[config.mk]
export PLATFORM = sky130hd
export DESIGN_NAME = fb_bank_mapper
export DESIGN_NICKNAME = d
export VERILOG_FILES = /design/src/rtl/fb_bank_mapper.sv
export SDC_FILE = /design/constraint.sdc
export NUM_CORES = 1
export LEC_CHECK = 0
export BUFFER_PORTS_ARGS = -buffer_cell sky130_fd_sc_hd__buf_2
export CAP_MARGIN = 10
export CORE_MARGIN = 3
export CORE_UTILIZATION = 40
export DETAILED_ROUTE_END_ITERATION = 12
export PLACE_DENSITY = 0.7
export SYNTH_ARGS = -nofsm -noshare
export SYNTH_HDL_FRONTEND = slang
export SYNTH_SLANG_ARGS = --single-unit
[constraint.sdc]
create_clock -name clk -period 2.8 [get_ports clk]
set_clock_uncertainty 0.15 [all_clocks]
set_input_delay 0.14 -clock clk [delete_from_list [all_inputs] [get_ports clk]]
set_output_delay 0.14 -clock clk [all_outputs]
set_load 0.05 [all_outputs]
[src/rtl/fb_bank_mapper.sv]
// N-buffer framebuffer address mapper with vblank-synchronised buffer flips.
// Optional saturating flip/drop counters are enabled by defining FB_SWAP_STATS_EN.
module fb_bank_mapper #(
  parameter int ADDR_W     = 19,
  parameter int FRAME_SIZE = 307200,
  parameter int NUM_BUF    = 2,
  parameter int MEM_ADDR_W = 21
) (
  input  logic                  clk,
  input  logic                  rst_n,
  input  logic [ADDR_W-1:0]     draw_addr,
  input  logic                  draw_we,
  input  logic [ADDR_W-1:0]     vga_addr,
  input  logic                  frame_start,
  input  logic                  swap_req,
  output logic [MEM_ADDR_W-1:0] mem_addr_draw,
  output logic                  mem_we_draw,
  output logic [MEM_ADDR_W-1:0] mem_addr_disp,
  output logic [1:0]            draw_buf,
  output logic [1:0]            disp_buf,
  output logic                  swap_busy,
  output logic                  swap_done,
  output logic                  swap_overrun,
  output logic                  draw_oob
`ifdef FB_SWAP_STATS_EN
  ,
  output logic [15:0]           flip_count,
  output logic [15:0]           drop_count
`endif
);

  typedef enum logic {S_IDLE, S_PENDING} state_t;

  localparam logic [MEM_ADDR_W-1:0] FS_M = MEM_ADDR_W'(FRAME_SIZE);
  localparam logic [ADDR_W:0]       FS_A = (ADDR_W + 1)'(FRAME_SIZE);

  state_t                  state_q, state_d;
  logic [1:0]              draw_q, draw_d;
  logic [1:0]              disp_q, disp_d;
  logic [1:0]              ready_idx_q, ready_idx_d;
  logic                    ready_valid_q, ready_valid_d;
  logic                    busy_q, busy_d;
  logic                    done_q, done_d;
  logic                    overrun_q, overrun_d;
  logic [MEM_ADDR_W-1:0]   addr_draw_q, addr_disp_q;
  logic                    we_q, oob_q;
  logic                    oob_d;
  logic [1:0]              free_idx;
  logic                    free_found;

  function automatic logic [MEM_ADDR_W-1:0] map_addr(input logic [1:0]        idx,
                                                      input logic [ADDR_W-1:0] a);
    return MEM_ADDR_W'(idx) * FS_M + MEM_ADDR_W'(a);
  endfunction

  assign oob_d = ({1'b0, draw_addr} >= FS_A);

  // Lowest buffer index held by neither the display nor the renderer.
  always_comb begin
    free_idx   = '0;
    free_found = 1'b0;
    for (int unsigned i = 0; i < NUM_BUF; i++) begin
      if (!free_found && 2'(i) != draw_q && 2'(i) != disp_q) begin
        free_idx   = 2'(i);
        free_found = 1'b1;
      end
    end
  end

  always_comb begin
    state_d       = state_q;
    draw_d        = draw_q;
    disp_d        = disp_q;
    ready_idx_d   = ready_idx_q;
    ready_valid_d = ready_valid_q;
    done_d        = 1'b0;
    overrun_d     = 1'b0;
    busy_d        = 1'b0;
    if (NUM_BUF == 2) begin
      case (state_q)
        S_IDLE: begin
          if (swap_req && frame_start) begin
            draw_d = disp_q;
            disp_d = draw_q;
            done_d = 1'b1;
          end else if (swap_req) begin
            state_d = S_PENDING;
          end
        end
        default: begin
          if (swap_req) overrun_d = 1'b1;
          if (frame_start) begin
            draw_d  = disp_q;
            disp_d  = draw_q;
            state_d = S_IDLE;
            done_d  = 1'b1;
          end
        end
      endcase
      busy_d = (state_d == S_PENDING);
    end else begin
      // Submission is resolved first so a same-cycle vblank displays the new frame.
      if (swap_req) begin
        ready_idx_d = draw_q;
        if (ready_valid_q) begin
          draw_d    = ready_idx_q;
          overrun_d = 1'b1;
        end else begin
          draw_d        = free_idx;
          ready_valid_d = 1'b1;
        end
      end
      if (frame_start && ready_valid_d) begin
        disp_d        = ready_idx_d;
        ready_valid_d = 1'b0;
        done_d        = 1'b1;
      end
    end
  end

  always_ff @(posedge clk or negedge rst_n) begin
    if (!rst_n) begin
      state_q       <= S_IDLE;
      draw_q        <= 2'd1;
      disp_q        <= '0;
      ready_idx_q   <= '0;
      ready_valid_q <= 1'b0;
      busy_q        <= 1'b0;
      done_q        <= 1'b0;
      overrun_q     <= 1'b0;
      addr_draw_q   <= '0;
      addr_disp_q   <= '0;
      we_q          <= 1'b0;
      oob_q         <= 1'b0;
    end else begin
      state_q       <= state_d;
      draw_q        <= draw_d;
      disp_q        <= disp_d;
      ready_idx_q   <= ready_idx_d;
      ready_valid_q <= ready_valid_d;
      busy_q        <= busy_d;
      done_q        <= done_d;
      overrun_q     <= overrun_d;
      addr_draw_q   <= map_addr(draw_q, draw_addr);
      addr_disp_q   <= map_addr(disp_q, vga_addr);
      we_q          <= draw_we & ~oob_d;
      oob_q         <= oob_d;
    end
  end

  assign mem_addr_draw = addr_draw_q;
  assign mem_addr_disp = addr_disp_q;
  assign mem_we_draw   = we_q;
  assign draw_oob      = oob_q;
  assign draw_buf      = draw_q;
  assign disp_buf      = disp_q;
  assign swap_busy     = busy_q;
  assign swap_done     = done_q;
  assign swap_overrun  = overrun_q;

`ifdef FB_SWAP_STATS_EN
  logic [15:0] flip_q, drop_q;

  always_ff @(posedge clk or negedge rst_n) begin
    if (!rst_n) begin
      flip_q <= '0;
      drop_q <= '0;
    end else begin
      if (done_d && flip_q != '1)    flip_q <= flip_q + 16'd1;
      if (overrun_d && drop_q != '1) drop_q <= drop_q + 16'd1;
    end
  end

  assign flip_count = flip_q;
  assign drop_count = drop_q;
`endif

endmodule

## Word level (Yosys, flattened, before mapping)

Cells that the tools add are included.
Widths: inputs -> output; s select.

- Flip-flop bits (word level): 51
- Input port bits: 43
- Output and inout port bits: 51
- Logic and storage cells: 34

- Add/subtract/negate cells: 2
- Multipliers: 2
- Magnitude comparators: 1
- Equality and inequality tests: 1
- Mux-type cells: 14
- Bitwise logic cells: 2
- Reduce and logical (&&, ||, !) cells: 3

Operator list:

| kind | count |
|---|---|
| $add 21x19->21 | 2 |
| $ge 19x19->1 const B | 1 |
| $mul 2x7->9 const B | 2 |
| $mux 2 | 6 |
| $mux 1 | 8 |
| $ne 2x2->1 const B | 1 |
| $reduce_and 2->1 | 1 |
| $reduce_bool 2->1 | 1 |
| $and 1x1->1 | 1 |
| $logic_and 1x1->1 | 1 |
| $not 1->1 | 1 |

## Logic depth before layout (Yosys ltp)

Gate-level depths: netlist (run 1).

- Depth in word-level cells: 3
- Mapped depth: 8
- Depth with buffers taken out: 8

## Worst setup path before layout (run 1)

Ideal clock, no wire load.

- Path kind: register -> register
- Start: register draw_q[0] (netlist: draw_buf[0])
- End: register addr_draw_q[18] (netlist: mem_addr_draw[18])
- Library setup time: 69 ps
- Arrival: 2,281 ps
- Data required time: 2,581 ps
- Path slack: 300 ps
- Stages on the path, launching flop included: 8
- Path buffers: 0
- Period minus slack after synthesis: 2,500 ps
- Cell sequence: dfstp_2 > inv_1 > ha_1 > ha_1 > nor2b_4 > o31a_1 > or4b_1 > nand3_1

- Word-level cells in the longest chain between the ends: 2

RTL lines:

| item | line | source |
|---|---|---|
| start: declaration | 38 | `logic [1:0] draw_q, draw_d;` |
| start signal: assignment | 137 | `draw_q <= draw_d;` |
| $mul 2x7->9 | 53 | `return MEM_ADDR_W'(idx) * FS_M + MEM_ADDR_W'(a);` |
| $add 21x19->21 | 53 |  |
| end signal: assignment | 144 | `addr_draw_q <= map_addr(draw_q, draw_addr);` |
| end: declaration | 45 | `logic [MEM_ADDR_W-1:0] addr_draw_q, addr_disp_q;` |

Every way passes these cells.
A chain may end at the register's enable or synchronous reset.

## Worst setup path in the final report (run 1)

Same ends and word-level chain as after synthesis.

==> flow_summary.ini, run 1 <==
[power]
clockPowerShare_pct = 16.3
p_comb_share_pct = 46.1
seq_power_share_pct = 37.6
intPower_mw = 1.386
leakagePower_nw = 1.599
switching_power_mw = 1.098
irDropWorstVdd_mv = 0.4811
cellPowerDensity_mw_per_mm2 = 811.5
power.share.switching_pct = 44.20

[worst_setup_path]
path_cells = inv_1 -> ha_1 -> ha_1 -> nor2b_4 -> o31a_1 -> or4b_1 -> nand3_1
critPathKind = reg2reg
cp_max_fo = 7
worst_path_most_repeated_cell = ha_1
slowest_stage = dfstp_2
cp-end-kind = register
max_stage_delay_ns = 0.62
startpoint = draw_buf[0]
required_ns = 2.88
r2r_start = draw_buf[0]
crit_arrival_ns = 2.55
start_kind = register
r2r_slack_ns = 0.32

[synthesis]
synth_area_leader_cell = dfrtp_1
synth_top_flop_cell = dfrtp_1
ys_seq_area_share_pct = 60.99
synth_edf_count = 0
ys.warnings.count = 0
ys_types = 31
synthTopCellsByArea = dfrtp_1, ha_1, xnor2_1
synthesis.nets = 227
async_flop_share_pct = 100.0
yosysTopAreaCellShare_pct = 59.74
netlist_area_mm2 = 0.002095
ys_ff_latch = 51
synthCells = 161
syn_avg_cell_area_um2 = 13.01

[floorplan]
io_pins = 94
die_w_um = 78.36
dieHeight_um = 78.36
fp.coreArea_mm2 = 0.004880
start_util_pct = 42.92
die_area_mm2 = 0.006140
rows = 25

[timing]
slew_headroom_pct = 61.77
rsz0062_at_grt = no
setup_viol = 0
fmax_mhz = 404.0
finalHoldViolations = 0
slew_violations = 0
fin_setup_tns_ns = 0
period_minus_slack_ns = 2.475
fin_crit_sh_pct = 88.39
worst_slew_pin_slew_ns = 0.5697

[clock_network]
path_clk_slew_ns = 0.09
clock_latency_ns = 0.29
cts_hold_buf = 32
clk_path_buf_depth = 2
cts_setup_buffers = 0
cts_buffers = 5
cts.repair.resized = 0
cts.sinks = 51
cts_root_buffer = clkbuf_8
cts_tree = yes
h-tree-depth = 2

[route]
num_vias = 1681
drc_errors = 0
routed_wl_um = 4963
ant_nets = 0
firstDrtPassIters = 4
viasPerCell = 4.644
wl_per_cell_um = 13.71
drt_iter0_drc = 34

[global_route]
grt_max_degree = 30
grtUsageTotal_pct = 17.44
grt_overflow = 0
grt_first_pass_wirelength_um = 8369
antenna_found_initial = 0
grt_pass1_vias = 1732

[worst_hold_path]
hold_class = in2reg
min_from = draw_addr[16]

[layout]
drive_gt1_share_pct = 35.25
diodes = 0
finalNetCount = 360
utilization_pct = 62.72
syn_to_final_growth_pct = 46.12

[flow_run]
cap_viol_max_count = 0

[placed_design]
place.gp.congestion = 0.8542
port_buffers = 93
dpl.hpwl_um = 3504

[run_status]
status = finished clean
==> final cells by class <==
cell class              instances  area (µm²)
clock inverters                 3       20.02
flip-flops and latches         51        1277
inverters                      14       52.55
multi-input cells              96       764.5
well taps                      67       83.83
clock buffers                   5       68.82
repair buffers                126       793.3
fillers                       389        1819
==> synth_stat cells (2+ instances only) <==
library cell and instances:
nand2_1 4, a21o_1 2, a21oi_1 11, xnor2_1 8
ha_1 21, o31a_1 2, dfrtp_1 50, a211oi_1 2
fa_1 2, o21ai_0 12, nor2_1 5, nand3_1 2
nand2b_1 4, o211ai_1 4, nor2b_1 3, inv_1 14
==> worst max-delay path, delay by kind of cell (launching register included) <==
kind / cells / cell delay (ns)
flops: 1 / 0.62
simple gates: 3 / 0.72
buf+inv: 1 / 0.08
fa+ha+maj: 2 / 0.56
compound gates: 1 / 0.28
==> kinds of logic (layout without fill, tap and decap cells) <==
| group | after synthesis | in the layout | synth area share, % |
|---|---|---|---|
| and+or+nand+nor | 25 | 25 | 6.810 |
| adders and majority gates | 23 | 23 | 14.46 |
| DFF | 51 | 51 | 60.99 |
| buffers and inverters | 14 | 148 | 2.509 |
| xor gates and xnor gates | 9 | 9 | 3.764 |
| AOI/OAI and AO/OA | 38 | 38 | 10.99 |
| muxes | 1 | 1 | 0.4779 |
==> worst paths after layout <==
check,cells after the start,to
worst max-delay path,7,mem_addr_draw[18]
worst min register to register,1,swap_overrun
min in group asynchronous,2,mem_addr_draw[14]
worst max register to register,7,mem_addr_draw[18]
max in group asynchronous,3,mem_addr_disp[11]
worst min-delay path,2,draw_oob
==> power groups by stage <==
stage	clock network (mW)	logic, mW	registers (mW)
after floorplan	0	0.339	1.44
after global placement	0	1.10	0.943
after detailed placement	0	1.11	0.946
after CTS	0.426	1.15	0.933
after global routing	0.471	1.24	0.949
final	0.406	1.15	0.933
==> state kept, by name, summed over array words and instances (netlist names) <==
register       flops
mem_addr_disp     21
mem_addr_draw     21
swap_busy          1
draw_oob           1
swap_done          1
disp_buf           2
swap_overrun       1
draw_buf           2
mem_we_draw        1
==> metal layers <==
metal | wire length [µm] | track usage (%)
met4 | 63 | 4.720
met5 | 0 | 0
met3 | 416 | 5.046
met2 | 2397 | 29.97
met1 | 2085 | 21.47
==> through the flow <==
stage | area (µm²) | setup slack [ns] | cells | hold WS, ns | total power [mW]
after floorplan | 2095 | 0.3003 | 161 | -0.3056 | 1.781
final | 3060 | 0.3249 | 362 | 0.03390 | 2.484
after global routing | 3060 | 0.2440 | 362 | 0.01388 | 2.656
after global placement | 2651 | 0.4588 | 322 | -0.004166 | 2.046
after detailed placement | 2651 | 0.3610 | 322 | -0.001295 | 2.060
after CTS | 3060 | 0.3358 | 362 | 0.02647 | 2.513
==> placed cells by master (no fill, tap or decap), drive strengths merged, types with 4 or more instances in the layout <==
master / count
a21oi: 11
buf: 94
clkbuf: 5
dfrtp: 50
dlygate4sd3: 32
ha: 21
inv: 14
nand2: 4
nand2b: 4
nor2: 5
nor2b: 4
o211ai: 4
o21ai: 13
xnor2: 8
(Power assumes the default switching activity.)
==> run 2, diff against run 1 <==
Settings changed: CELL_PAD_IN_SITES_DETAIL_PLACEMENT set to 1, CELL_PAD_IN_SITES_GLOBAL_PLACEMENT set to 1, CORE_UTILIZATION 40 to 35, PLACE_DENSITY 0.7 to not set, PLACE_DENSITY_LB_ADDON set to 0.1.
==> flow_summary.ini, run 2 (synthesis gave the netlist of run 1 again) <==
[layout]
syn_to_final_growth_pct = 47.73
layout_common_cells = buf_2, dfrtp_1, dlygate4sd3_1, ha_1, inv_1
drive_gt1_share_pct = 34.92
final_common_cell = buf_2
finalNetCount = 361
utilization_pct = 54.85
diodes = 0

[route]
ant_nets = 0
wl_per_cell_um = 14.47
num_vias = 1662
drt_iter0_drc = 15
firstDrtPassIters = 4
drc_errors = 0
viasPerCell = 4.529
routed_wl_um = 5311

[clock_network]
h-tree-depth = 2
cts_buffers = 5
path_clk_slew_ns = 0.09
cts.sinks = 51
cts_root_buffer = clkbuf_8
cts_setup_buffers = 0
cts.repair.resized = 0
cts_hold_buf = 33
cts_tree = yes
clock_latency_ns = 0.30
clk_path_buf_depth = 2

[timing]
setup_viol = 0
finalHoldViolations = 0
period_minus_slack_ns = 2.439
fin_crit_sh_pct = 87.10
worst_slew_pin_slew_ns = 0.5428
slew_headroom_pct = 63.57
slew_violations = 0
fin_setup_tns_ns = 0
fmax_mhz = 410.1
hold_ws_ns = 0.03797
rsz0062_at_grt = no

[floorplan]
fp.coreArea_mm2 = 0.005642
start_util_pct = 37.13
die_area_mm2 = 0.006949
dieHeight_um = 83.36
die_w_um = 83.36
rows = 27
io_pins = 94

[worst_setup_path]
cp-end-kind = register
r2r_slack_ns = 0.36
crit_arrival_ns = 2.53
r2r_start = draw_buf[0]
timing.rr.end = mem_addr_draw[18]
critPathKind = reg2reg
reg2regPathDepth = 7
required_ns = 2.89
cp_max_fo = 7
start_kind = register

[run_status]
status = finished clean

[placed_design]
dpl.hpwl_um = 3836
place.gp.congestion = 0.8301
port_buffers = 93

[global_route]
grt_max_degree = 37
grt_first_pass_wirelength_um = 9087
grt_pass1_vias = 1773
antenna_found_initial = 0
grt_overflow = 0
grtUsageTotal_pct = 16.17

[worst_hold_path]
hold_end = mem_we_draw
hold_class = in2reg
worstHoldPathCells = 3
min_from = draw_addr[16]

[power]
cellPowerDensity_mw_per_mm2 = 832.8
leakagePower_nw = 1.613
irDropWorstVdd_mv = 0.4564

[flow_run]
cap_viol_max_count = 0
==> run 2: cell count changes in the layout (fill, tap and decap cells not counted), sizes merged <==
cell	change
bufinv	+1
clkinv	-1
clkinvlp	-1
dlygate4sd3	+1
==> run 2: worst max path at each step <==
stage	start	end
floorplan	draw_buf[0]	mem_addr_draw[18]
finish	draw_buf[0]	mem_addr_draw[18]
global route	draw_buf[0]	mem_addr_draw[18]
global placement	draw_buf[0]	mem_addr_draw[18]
CTS	draw_buf[0]	mem_addr_draw[18]
detailed placement	draw_buf[0]	mem_addr_draw[18]
==> run 2: worst max-delay path, stage by stage (launching register included) <==
cell and delay (ns):
dfstp_2 0.61, inv_1 0.07, ha_1 0.22, ha_1 0.33, nor2b_4 0.15, o31a_1 0.28
or4b_1 0.48, nand3_1 0.09
==> run 2: stage by stage <==
stage	instances	cell area, µm²	setup WS [ns]	power (mW)
2_1_floorplan	161	2095	0.3003	1.781
3_3_place_gp	327	2658	0.4246	2.053
3_5_place_dp	327	2658	0.3729	2.062
4_1_cts	367	3094	0.3479	2.614
5_1_grt	367	3094	0.2427	2.752
6_report	367	3094	0.3613	2.577
==> run 2: layer usage <==
metal | share of wire (%) | track usage [%]
met1 | 46 | 22.46
met2 | 46 | 25.95
met3 | 6.5 | 3.869
met4 | 0.62 | 3.120
met5 | 0 | 0
==> run 2: area by class of cell <==
class,count,area (µm²)
fill,615,2547
sequential,51,1277
timing repair buffer,127,803.3
multi-input combinational,96,764.5
tap,72,90.09
clock buffer,5,68.82
inverter,14,52.55
clock inverter,2,37.54
==> run 2: power by group <==
part,internal [mW],switching (mW)
Sequential,0.874,0.0601
Clock,0.262,0.241
Combinational,0.339,0.802
Total,1.47,1.10
==> run 3, diff against run 2 <==
Settings changed: BUFFER_PORTS_ARGS -buffer_cell sky130_fd_sc_hd__buf_2 to -buffer_cell sky130_fd_sc_hd__clkbuf_2, RECOVER_POWER set to 100.
==> flow_summary.ini, run 3 (synthesis gave the netlist of run 1 again) <==
[power]
irDropWorstVdd_mv = 0.4379
leakagePower_nw = 1.450
finalPower_mw = 2.540
cellPowerDensity_mw_per_mm2 = 844.7

[timing]
slew_headroom_pct = 16.61
fmax_mhz = 398.9
slew_violations = 0
setup_viol = 0
fin_crit_sh_pct = 89.52
hold_ws_ns = 0.02001
rsz0062_at_grt = no
worst_slew_pin_slew_ns = 1.251
fin_setup_tns_ns = 0
finalHoldViolations = 0
period_minus_slack_ns = 2.507

[floorplan]
dieHeight_um = 83.36
rows = 27
io_pins = 94
start_util_pct = 37.13
die_w_um = 83.36
die_area_mm2 = 0.006949
fp.coreArea_mm2 = 0.005642

[global_route]
grt_max_degree = 28
grt_pass1_vias = 1861
grt_overflow = 0
grt_first_pass_wirelength_um = 9570
antenna_found_initial = 0
grtUsageTotal_pct = 17.09

[layout]
finalNetCount = 360
drive_gt1_share_pct = 16.33
final_cells = 366
diodes = 0
final_common_cell = clkbuf_1
layout_common_cells = clkbuf_1, dfrtp_1, clkbuf_2, dlygate4sd3_1, ha_1
syn_to_final_growth_pct = 43.55
final_area_mm2 = 0.003007
n_fill_cell = 663

[clock_network]
cts_hold_buf = 32
cts_tree = yes
cts.sinks = 51
cts_setup_buffers = 0
cts.repair.resized = 0
cts_buffers = 5
cts_root_buffer = clkbuf_8
clock_latency_ns = 0.30
h-tree-depth = 2
path_clk_slew_ns = 0.10
clk_path_buf_depth = 2

[route]
routed_wl_um = 5438
drt_iter0_drc = 12
firstDrtPassIters = 3
num_vias = 1695
drc_errors = 0
ant_nets = 0
viasPerCell = 4.631
wl_per_cell_um = 14.86

[worst_setup_path]
start_kind = register
worst_path_most_repeated_cell = ha_1
crit_arrival_ns = 2.59
slowest_stage = dfstp_2
critPathKind = reg2reg
cp_max_fo = 7
required_ns = 2.89
path_cells = inv_1 -> ha_1 -> ha_1 -> nor2b_1 -> o31a_1 -> or4b_1 -> nand3_1
max_stage_delay_ns = 0.61
cp-end-kind = register

[placed_design]
dp_cells = 327
place.gp.congestion = 0.7845
port_buffers = 93
placed_area_mm2 = 0.002658
dpl.hpwl_um = 3919

[flow_run]
cap_viol_max_count = 0

[worst_hold_path]
hold_class = in2reg

[run_status]
status = finished clean
==> run 3: cell type report <==
class	instances	area (µm²)	area share, %
Sequential cell	51	1277	42.49
Multi-Input combinational cell	96	757.0	25.18
Timing Repair Buffer	126	723.2	24.05
Inverter	14	52.55	1.748
Tap cell	72	90.09	2.996
Clock buffer	5	68.82	2.289
Clock inverter	2	37.54	1.248
==> run 3: worst max-delay path: cells and delay by family (launching register included) <==
kind / cells / cell delay (ns)
DFF: 1 / 0.61
adders and majority gates: 2 / 0.57
buffers and inverters: 1 / 0.07
AOI/OAI and AO/OA: 1 / 0.29
and+or+nand+nor: 3 / 0.76
==> run 3: per-stage QoR <==
stage	worst slack (ns)	util [%]
floorplan	0.3003	-
global route	0.1621	53.29
CTS	0.3437	54.67
global placement	0.4230	47.11
detailed placement	0.3691	47.11
finish	0.2934	53.29
==> run 3: power breakdown <==
group	total [mW]	switching [mW]	internal (mW)
clock network	0.507	0.245	0.262
logic	1.10	0.805	0.291
registers	0.936	0.0624	0.874
total	2.54	1.11	1.43
==> run 3: routing by layer <==
layer	wire, µm	global-route usage [%]
met3	350	3.869
met5	0	0
met4	52	4.012
met2	2631	28.86
met1	2404	22.31
==> run 3: worst paths after layout <==
kind | start | endpoint | slack, ns | depth (start not counted)
worst max-delay path | draw_buf[0] | mem_addr_draw[18] | 0.29 | 7
worst min register to register | draw_buf[0] | draw_buf[0] | 0.39 | 2
max in group asynchronous | rst_n | mem_we_draw | 0.72 | 3
worst min-delay path | draw_addr[16] | draw_oob | 0.02 | 2
min in group asynchronous | rst_n | mem_addr_disp[2] | 0.47 | 2
worst max register to register | draw_buf[0] | mem_addr_draw[18] | 0.29 | 7
